<file path="src/rtl/fetch_buffer_if.sv">
`default_nettype none
// ============================================================================
// Module      : fetch_buffer_if
// Description : Bundle of the PC, instruction-cache and decode handshake
//               signals seen by the fetch buffer.
// Revision    : 1.0 - initial release
// ============================================================================
interface fetch_buffer_if #(
  parameter int CNT_W = 16
);
  logic [31:0]      imemaddr;
  logic             pc_en;
  logic             imemREN;
  logic [31:0]      icache_addr;
  logic             ihit;
  logic [31:0]      imemload;
  logic             flush;
  logic             halt;
  logic             dec_valid;
  logic             dec_ready;
  logic [31:0]      dec_instr;
  logic [31:0]      dec_pc;
  logic [31:0]      dec_npc;
  logic [CNT_W-1:0] stall_cnt;

  // Fetch-buffer side
  modport master (
    input  imemaddr, ihit, imemload, flush, halt, dec_ready,
    output pc_en, imemREN, icache_addr, dec_valid, dec_instr, dec_pc,
           dec_npc, stall_cnt
  );

  // Environment side (PC, cache, decode)
  modport slave (
    output imemaddr, ihit, imemload, flush, halt, dec_ready,
    input  pc_en, imemREN, icache_addr, dec_valid, dec_instr, dec_pc,
           dec_npc, stall_cnt
  );
endinterface
`default_nettype wire

</file>
<file path="src/rtl/fetch_buffer.sv">
`default_nettype none
// ============================================================================
// Module      : fetch_buffer
// Description : Instruction fetch buffer between the program counter / icache
//               and decode. Small circular queue of {instr, pc}, with
//               FETCH/STALL/HALTED control and a saturating miss counter.
// Revision    : 1.0 - initial release
// ============================================================================
module fetch_buffer #(
  parameter int DEPTH = 2,
  parameter int CNT_W = 16
) (
  input  logic             CLK,
  input  logic             RST,
  fetch_buffer_if.master   bus
);

  typedef enum logic [1:0] {
    FETCH  = 2'd0,
    STALL  = 2'd1,
    HALTED = 2'd2
  } state_t;

  localparam int               PTR_W       = $clog2(DEPTH);
  localparam int               CNTB        = $clog2(DEPTH + 1);
  localparam logic [CNTB-1:0]  c_depth     = CNTB'(DEPTH);
  localparam logic [CNTB-1:0]  c_one       = CNTB'(1);
  localparam logic [CNT_W-1:0] c_stall_max = '1;

  state_t            r_state;
  state_t            w_state_nxt;
  logic [PTR_W-1:0]  r_rd_ptr;
  logic [PTR_W-1:0]  r_wr_ptr;
  logic [CNTB-1:0]   r_count;
  logic [31:0]       r_instr [DEPTH];
  logic [31:0]       r_pc    [DEPTH];
  logic [CNT_W-1:0]  r_stall_cnt;
  logic              w_imemren;
  logic              w_dec_valid;
  logic              w_push;
  logic              w_pop;
  logic              w_pc_en;

  // Handshake decode and next-state selection; RST masks every request.
  always_comb begin
    w_state_nxt = r_state;
    w_dec_valid = ~RST && (r_count != '0);
    w_imemren   = ~RST && (r_state == FETCH) && (r_count < c_depth);
    w_push      = w_imemren && bus.ihit && ~bus.flush && ~bus.halt;
    w_pop       = w_dec_valid && bus.dec_ready;
    // A redirect still moves the PC, except once halted.
    w_pc_en     = ~RST && (w_push || (bus.flush && (r_state != HALTED)));
    case (r_state)
      FETCH: begin
        if (bus.halt)
          w_state_nxt = HALTED;
        else if (w_push && ~w_pop && (r_count == c_depth - c_one))
          w_state_nxt = STALL;
      end
      STALL: begin
        if (bus.halt)
          w_state_nxt = HALTED;
        else if (bus.flush || w_pop)
          w_state_nxt = FETCH;
      end
      HALTED:  w_state_nxt = HALTED;
      default: w_state_nxt = FETCH;
    endcase
  end

  // Control state register.
  always_ff @(posedge CLK) begin
    if (RST)
      r_state <= FETCH;
    else
      r_state <= w_state_nxt;
  end

  // Queue pointers and occupancy; flush empties the queue outright.
  always_ff @(posedge CLK) begin
    if (RST || bus.flush) begin
      r_rd_ptr <= '0;
      r_wr_ptr <= '0;
      r_count  <= '0;
    end else begin
      if (w_push)
        r_wr_ptr <= r_wr_ptr + PTR_W'(1);
      if (w_pop)
        r_rd_ptr <= r_rd_ptr + PTR_W'(1);
      if (w_push && ~w_pop)
        r_count <= r_count + c_one;
      else if (w_pop && ~w_push)
        r_count <= r_count - c_one;
    end
  end

  // Entry storage; contents are only meaningful while counted as valid.
  always_ff @(posedge CLK) begin
    if (w_push) begin
      r_instr[r_wr_ptr] <= bus.imemload;
      r_pc[r_wr_ptr]    <= bus.imemaddr;
    end
  end

  // Saturating count of cycles spent waiting on the icache.
  always_ff @(posedge CLK) begin
    if (RST)
      r_stall_cnt <= '0;
    else if (w_imemren && ~bus.ihit && (r_stall_cnt != c_stall_max))
      r_stall_cnt <= r_stall_cnt + CNT_W'(1);
  end

  assign bus.imemREN     = w_imemren;
  assign bus.icache_addr = bus.imemaddr;
  assign bus.pc_en       = w_pc_en;
  assign bus.dec_valid   = w_dec_valid;
  assign bus.dec_instr   = r_instr[r_rd_ptr];
  assign bus.dec_pc      = r_pc[r_rd_ptr];
  // PC+4 wraps naturally in 32 bits.
  assign bus.dec_npc     = r_pc[r_rd_ptr] + 32'd4;
  assign bus.stall_cnt   = r_stall_cnt;

endmodule
`default_nettype wire

</file>
<file path="src/flat_wrapper.sv">
// flat-port wrapper written by rule: the top's interface ports become plain ports
module fetch_buffer_flat 
#(
  parameter int DEPTH = 2,
  parameter int CNT_W = 16
)
  (CLK, RST, bus_imemaddr, bus_ihit, bus_imemload, bus_flush, bus_halt, bus_dec_ready, bus_pc_en, bus_imemREN, bus_icache_addr, bus_dec_valid, bus_dec_instr, bus_dec_pc, bus_dec_npc, bus_stall_cnt);
  fetch_buffer_if #(.CNT_W(CNT_W)) bus_i ();
  input  logic CLK;
  input  logic RST;
  input wire logic [$bits(bus_i.imemaddr)-1:0] bus_imemaddr;
  input wire logic [$bits(bus_i.ihit)-1:0] bus_ihit;
  input wire logic [$bits(bus_i.imemload)-1:0] bus_imemload;
  input wire logic [$bits(bus_i.flush)-1:0] bus_flush;
  input wire logic [$bits(bus_i.halt)-1:0] bus_halt;
  input wire logic [$bits(bus_i.dec_ready)-1:0] bus_dec_ready;
  output wire logic [$bits(bus_i.pc_en)-1:0] bus_pc_en;
  output wire logic [$bits(bus_i.imemREN)-1:0] bus_imemREN;
  output wire logic [$bits(bus_i.icache_addr)-1:0] bus_icache_addr;
  output wire logic [$bits(bus_i.dec_valid)-1:0] bus_dec_valid;
  output wire logic [$bits(bus_i.dec_instr)-1:0] bus_dec_instr;
  output wire logic [$bits(bus_i.dec_pc)-1:0] bus_dec_pc;
  output wire logic [$bits(bus_i.dec_npc)-1:0] bus_dec_npc;
  output wire logic [$bits(bus_i.stall_cnt)-1:0] bus_stall_cnt;
  assign bus_i.imemaddr = bus_imemaddr;
  assign bus_i.ihit = bus_ihit;
  assign bus_i.imemload = bus_imemload;
  assign bus_i.flush = bus_flush;
  assign bus_i.halt = bus_halt;
  assign bus_i.dec_ready = bus_dec_ready;
  assign bus_pc_en = bus_i.pc_en;
  assign bus_imemREN = bus_i.imemREN;
  assign bus_icache_addr = bus_i.icache_addr;
  assign bus_dec_valid = bus_i.dec_valid;
  assign bus_dec_instr = bus_i.dec_instr;
  assign bus_dec_pc = bus_i.dec_pc;
  assign bus_dec_npc = bus_i.dec_npc;
  assign bus_stall_cnt = bus_i.stall_cnt;
  fetch_buffer #(.DEPTH(DEPTH), .CNT_W(CNT_W)) u_core (.CLK(CLK), .RST(RST), .bus(bus_i));
endmodule
</file>
<file path="config.mk">
export PLATFORM = sky130hd
export DESIGN_NAME = fetch_buffer_flat
export DESIGN_NICKNAME = d
export VERILOG_FILES = /design/src/rtl/fetch_buffer_if.sv /design/src/rtl/fetch_buffer.sv /design/src/flat_wrapper.sv
export SDC_FILE = /design/constraint.sdc
export NUM_CORES = 1
export LEC_CHECK = 0
export BUFFER_PORTS_ARGS = -buffer_cell sky130_fd_sc_hd__buf_2
export CELL_PAD_IN_SITES_DETAIL_PLACEMENT = 1
export CELL_PAD_IN_SITES_GLOBAL_PLACEMENT = 1
export CORE_UTILIZATION = 43
export DETAILED_ROUTE_END_ITERATION = 6
export GPL_ROUTABILITY_DRIVEN = 0
export GPL_TIMING_DRIVEN = 1
export PLACE_DENSITY_LB_ADDON = 0.05
export SKIP_LAST_GASP = 1
export SLEW_MARGIN = 10
export SYNTH_ARGS = -nofsm -noshare
export SYNTH_HDL_FRONTEND = slang
export SYNTH_SLANG_ARGS = --single-unit
</file>
<file path="constraint.sdc">
create_clock -name CLK -period 11.1 [get_ports CLK]
set_input_delay 0 -clock CLK [delete_from_list [all_inputs] [get_ports CLK]]
set_output_delay 0 -clock CLK [all_outputs]
set_load 0.1 [all_outputs]
</file>
## Word level (Yosys, flattened, before mapping)

Memories as Yosys holds them, arrays and structs flattened. A register that Yosys moved wholly into a read port is not among the register bits.
Index checks and enable logic that the tools add are counted.

- Input port bits: 70
- Output and inout bits: 147
- Memories kept: 2
- Word-level logic and storage cells: 61
- RAM bits: 128
- Register bits: 22

Memories:

| name | words | bits a word | rd ports | clocked after Yosys merged registers in | write ports | line | text |
|---|---|---|---|---|---|---|---|
| u_core.r_instr | 2 | 32 | 1 | 1 | 1 | fetch_buffer.sv:35 | `logic [31:0] r_instr [DEPTH];` |
| u_core.r_pc | 2 | 32 | 1 | 1 | 1 | fetch_buffer.sv:36 | `logic [31:0] r_pc [DEPTH];` |

- Order comparisons: 1
- Bitwise logic cells: 6
- Add/subtract/negate cells: 6
- Reductions and logical operators: 21
- Muxes and demuxes: 13
- Eq/ne operators: 7

Operators by type and width:

| kind | number |
|---|---|
| adder 32 x 3 -> 32 bit, second input constant | 1 |
| adder 16 x 1 -> 16 bit, second input constant | 1 |
| inequality test 16 bit, second input constant | 1 |
| logical AND 1 bit | 14 |
| 2-to-1 mux 2 bit | 6 |
| 2-to-1 mux 1 bit | 6 |
| NOT 1 bit | 6 |
| case mux 2 bit (3 select lines) | 1 |
| == test 2 x 1 -> 1 bit, second input constant | 2 |
| nonzero test 2 bit | 2 |
| logical OR 1 bit | 3 |
| inequality test 3 x 2 -> 1 bit, second input constant | 1 |
| inequality test 3 bit, second input constant | 1 |
| adder 1 bit, second input constant | 2 |
| adder 2 x 1 -> 2 bit, second input constant | 1 |
| == test 2 bit, second input constant | 1 |
| logical NOT 2 bit | 1 |
| < comparator 2 bit, second input constant | 1 |
| inequality test 2 bit, second input constant | 1 |
| AND reduction 2 bit | 1 |
| subtractor 2 x 1 -> 2 bit, second input constant | 1 |

## Logic depth before layout (Yosys ltp)

- Word-level depth: 11
- Mapped depth: 12
- Mapped depth without buffers: 9

## Worst setup path before layout

Ideal clock, no wire load.

- Path kind: register to output
- Start point: register (tool-made name)
- End point: output bus_dec_npc[16]
- Buffers on the path: 4
- Data arrival time: 5.333 ns
- Path slack: 5.767 ns
- Data required time: 11.100 ns
- Stages on the path, launching flop included: 13
- Cells stage by stage: dfxtp_1 buf_2 buf_2 buf_1 buf_2 nand2_1 and2_1 inv_1 ha_1 o211ai_1 nor4b_1 nand3_1 xnor2_1

RTL lines:

| element | line | text |
|---|---|---|
| end: declaration | flat_wrapper.sv:23 | `output wire logic [$bits(bus_i.dec_npc)-1:0] bus_dec_npc;` |

==> run summary <==
DRT Pass-1 Iters: 4
DRT Wirelength: 17,000 microns
Core Region: 15,300 sq um
cell family with most CP delay: buffers and inverters
RSZ-0062 raised after global routing: no
CP Capture Type: output port
Die Ht: 128 microns
syn_area_per_cell: 13.7 sq um
crit path max fanout: 79
ANT cells: 0
first-pass GRT wire length: 26,400 microns
Yosys reg bits: 151
GR Overflow Total: 0
Max Clk Rate: 0.275 GHz
Register-to-Register Path Depth: 4
clk_lat worst skew: 420 ps
layout cells sized above 1: 40.8%
Avg WL per Cell: 17.5 microns
Max-Cap Viols: 0
CTS Buffer Depth: 2
initial antenna violation count: 0
Clock Power Share: 43.3%
Mapped Nets: 571
top-count cell post-synth: edfxtp_1
row count: 45
largest net degree at the start of global routing: 80
top-area cell type share of the netlist area: 56.6%
Seq/Total Area, Yosys: 63.4%
clk sink count: 151
DRC: 0
fin crit share: 32.8%
Core Util, Final: 59.6%
Worst Hold Path Cells: 2
status: finished clean
Internal: 1020 uW
DP HPWL: 11,000 microns
fin nets: 826
Worst EP required: 11,100 ps
HP Start: RST
Post-synth EDFFs: 128
pwr dens: 153 nW/um^2
RR Startpoint: u_core.r_state[1]
all-layer global routing usage: 21.2%
sequential power share: 44.7%
VDD IR max: 0.117 mV
leakage: 0.00356 uW
CTS tree: yes
Final Max Tran Viols: 0
Slew @ Worst Pin: 920 ps
worst path arrival time: 3640 ps
Reg clk slew, reported paths: 60 ps
fin cells: 975
Die X: 128 microns
top post-synthesis cells by area: edfxtp_1, mux2_2, dfxtp_1
clk root buf: clkbuf_16
minimum clock period: 3640 ps
Post-Synthesis Cells: 496
crit path buf inv count: 2
Async SR Flop Fraction: 0%
TritonCTS Buffers: 17
commonest cells in the netlist: edfxtp_1, mux2_2, buf_4
number of global-route vias before repair: 5,219
flop2flop setup slack: 7830 ps
combinational share of power: 12.0%
Switching Share: 26.8%
CP cell instances: buf_4 -> nand2_1 -> o22ai_1 -> nor4b_1 -> nand3_1 -> xnor2_1 -> buf_2
slowest CP cell: buf_4
Starting Density: 44.3%
post-CTS sizing: 0
unique cell type count in the Yosys netlist: 43
Worst path max stage delay: 730 ps
DRT antenna net count: 0
hold endpoint: u_core.bus.stall_cnt[14]
startpoint types: flop
Final Skew: 6.79 ps
Fin Setup TNS: 0 ps
R2R Path End: u_core.r_pc[0][11]
Synth-to-Final Area Change: 34.5%
Top Ports: 217
vias: 4,893
Net Sw Power: 374 uW
Initial DRC Count: 180
vias per cell: 5.02
Die Area: 16,300 sq um
H-tree depth: 4
final hold viol count: 0
synth warn: 0
hold slack: 30.8 ps
Post-synth top flop: edfxtp_1
Hold WC Path Type: primary input to flop
placed insts: 876
Synth Cell Area: 6790 sq um
Final setup viols: 0
Slew Limit Headroom: 38.6%
Worst Setup Path Type: flop to output port
IO Port Bufs: 216
cell taking the most area after synthesis: edfxtp_1
[cells by family after synthesis]
kind of cell,share of synthesized area (%)
xor gates and xnor gates,5.42
buffers and inverters,5.16
and+or+nand+nor,12.3
adders and majority gates,0.921
muxes,10.2
DFF,63.4
AOI/OAI and AO/OA,2.64
[layer usage]
metal	routed length, microns	global-route usage [%]
met5	0	0
met4	228	7.75
met3	808	4.67
met2	8990	38.9
met1	6990	24.3
[final cells by class]
cell class | instances | area (sq um)
clock buffers | 17 | 425
clock inverters | 15 | 191
multi-input cells | 288 | 2140
inverters | 8 | 30.0
well taps | 211 | 264
fillers | 1578 | 6180
repair buffers | 285 | 1770
flip-flops and latches | 151 | 4310
[through the flow]
step	area, sq um	setup WS [ps]	total power [uW]
floorplan	6790	5770	758
global placement	7840	7870	782
detailed placement	7840	7800	784
CTS	9130	7410	1400
global route	9130	7080	1430
finish	9130	7460	1390
[registers in the layout (all words and copies together) (netlist names), named ones only]
| register | cells |
|---|---|
| u_core.r_instr | 64 |
| u_core.r_rd_ptr | 1 |
| u_core.r_state | 2 |
| u_core.r_pc | 64 |
| u_core.bus.stall_cnt | 16 |
| u_core.r_wr_ptr | 1 |
| u_core.r_count | 2 |
[worst max path at each step]
stage | endpoint | depth (start not counted) | slack [ps]
2_1_floorplan | bus_dec_npc[16] | 12 | 5770
3_3_place_gp | u_core.r_pc[0][0] | 4 | 7870
3_5_place_dp | u_core.r_pc[0][5] | 4 | 7800
4_1_cts | bus_dec_npc[16] | 7 | 7410
5_1_grt | bus_dec_npc[16] | 7 | 7080
6_report | bus_dec_npc[16] | 7 | 7460
[power by group through the flow]
stage                     Sequential, uW  Clock (uW)  Combinational, uW
after floorplan                      638           0                120
after global placement               634           0                147
after detailed placement             635           0                149
after CTS                            622         613                167
after global routing                 622         637                174
final                                622         604                168
[layout by cell type (no fill, tap or decap), types with 4 or more instances in the layout]
cell	netlist	final
edfxtp_1	128	128
inv_6	0	4
nor3_1	10	10
mux2_2	56	56
nand2b_1	5	5
nor2_1	25	25
nand2_1	28	28
xor2_1	28	28
inv_1	8	8
buf_2	7	216
nand4_1	12	12
and4_1	5	5
and3_1	7	7
nand3b_1	5	5
nand3_1	29	29
a21oi_1	8	8
nand4b_1	4	4
dfxtp_1	23	22
mux2i_1	6	6
and2_1	6	5
nor4_1	4	4
xnor2_1	14	14
o21ai_0	6	6
dlygate4sd3_1	0	67
ha_1	5	5
clkbuf_16	0	17
[repair_timing]
item	4_1_cts	5_1_grt
hold endpoints to repair	135	0
hold buffers	67	0
setup buffers	0	0
Note: power is estimated with default switching activity, not from simulation.
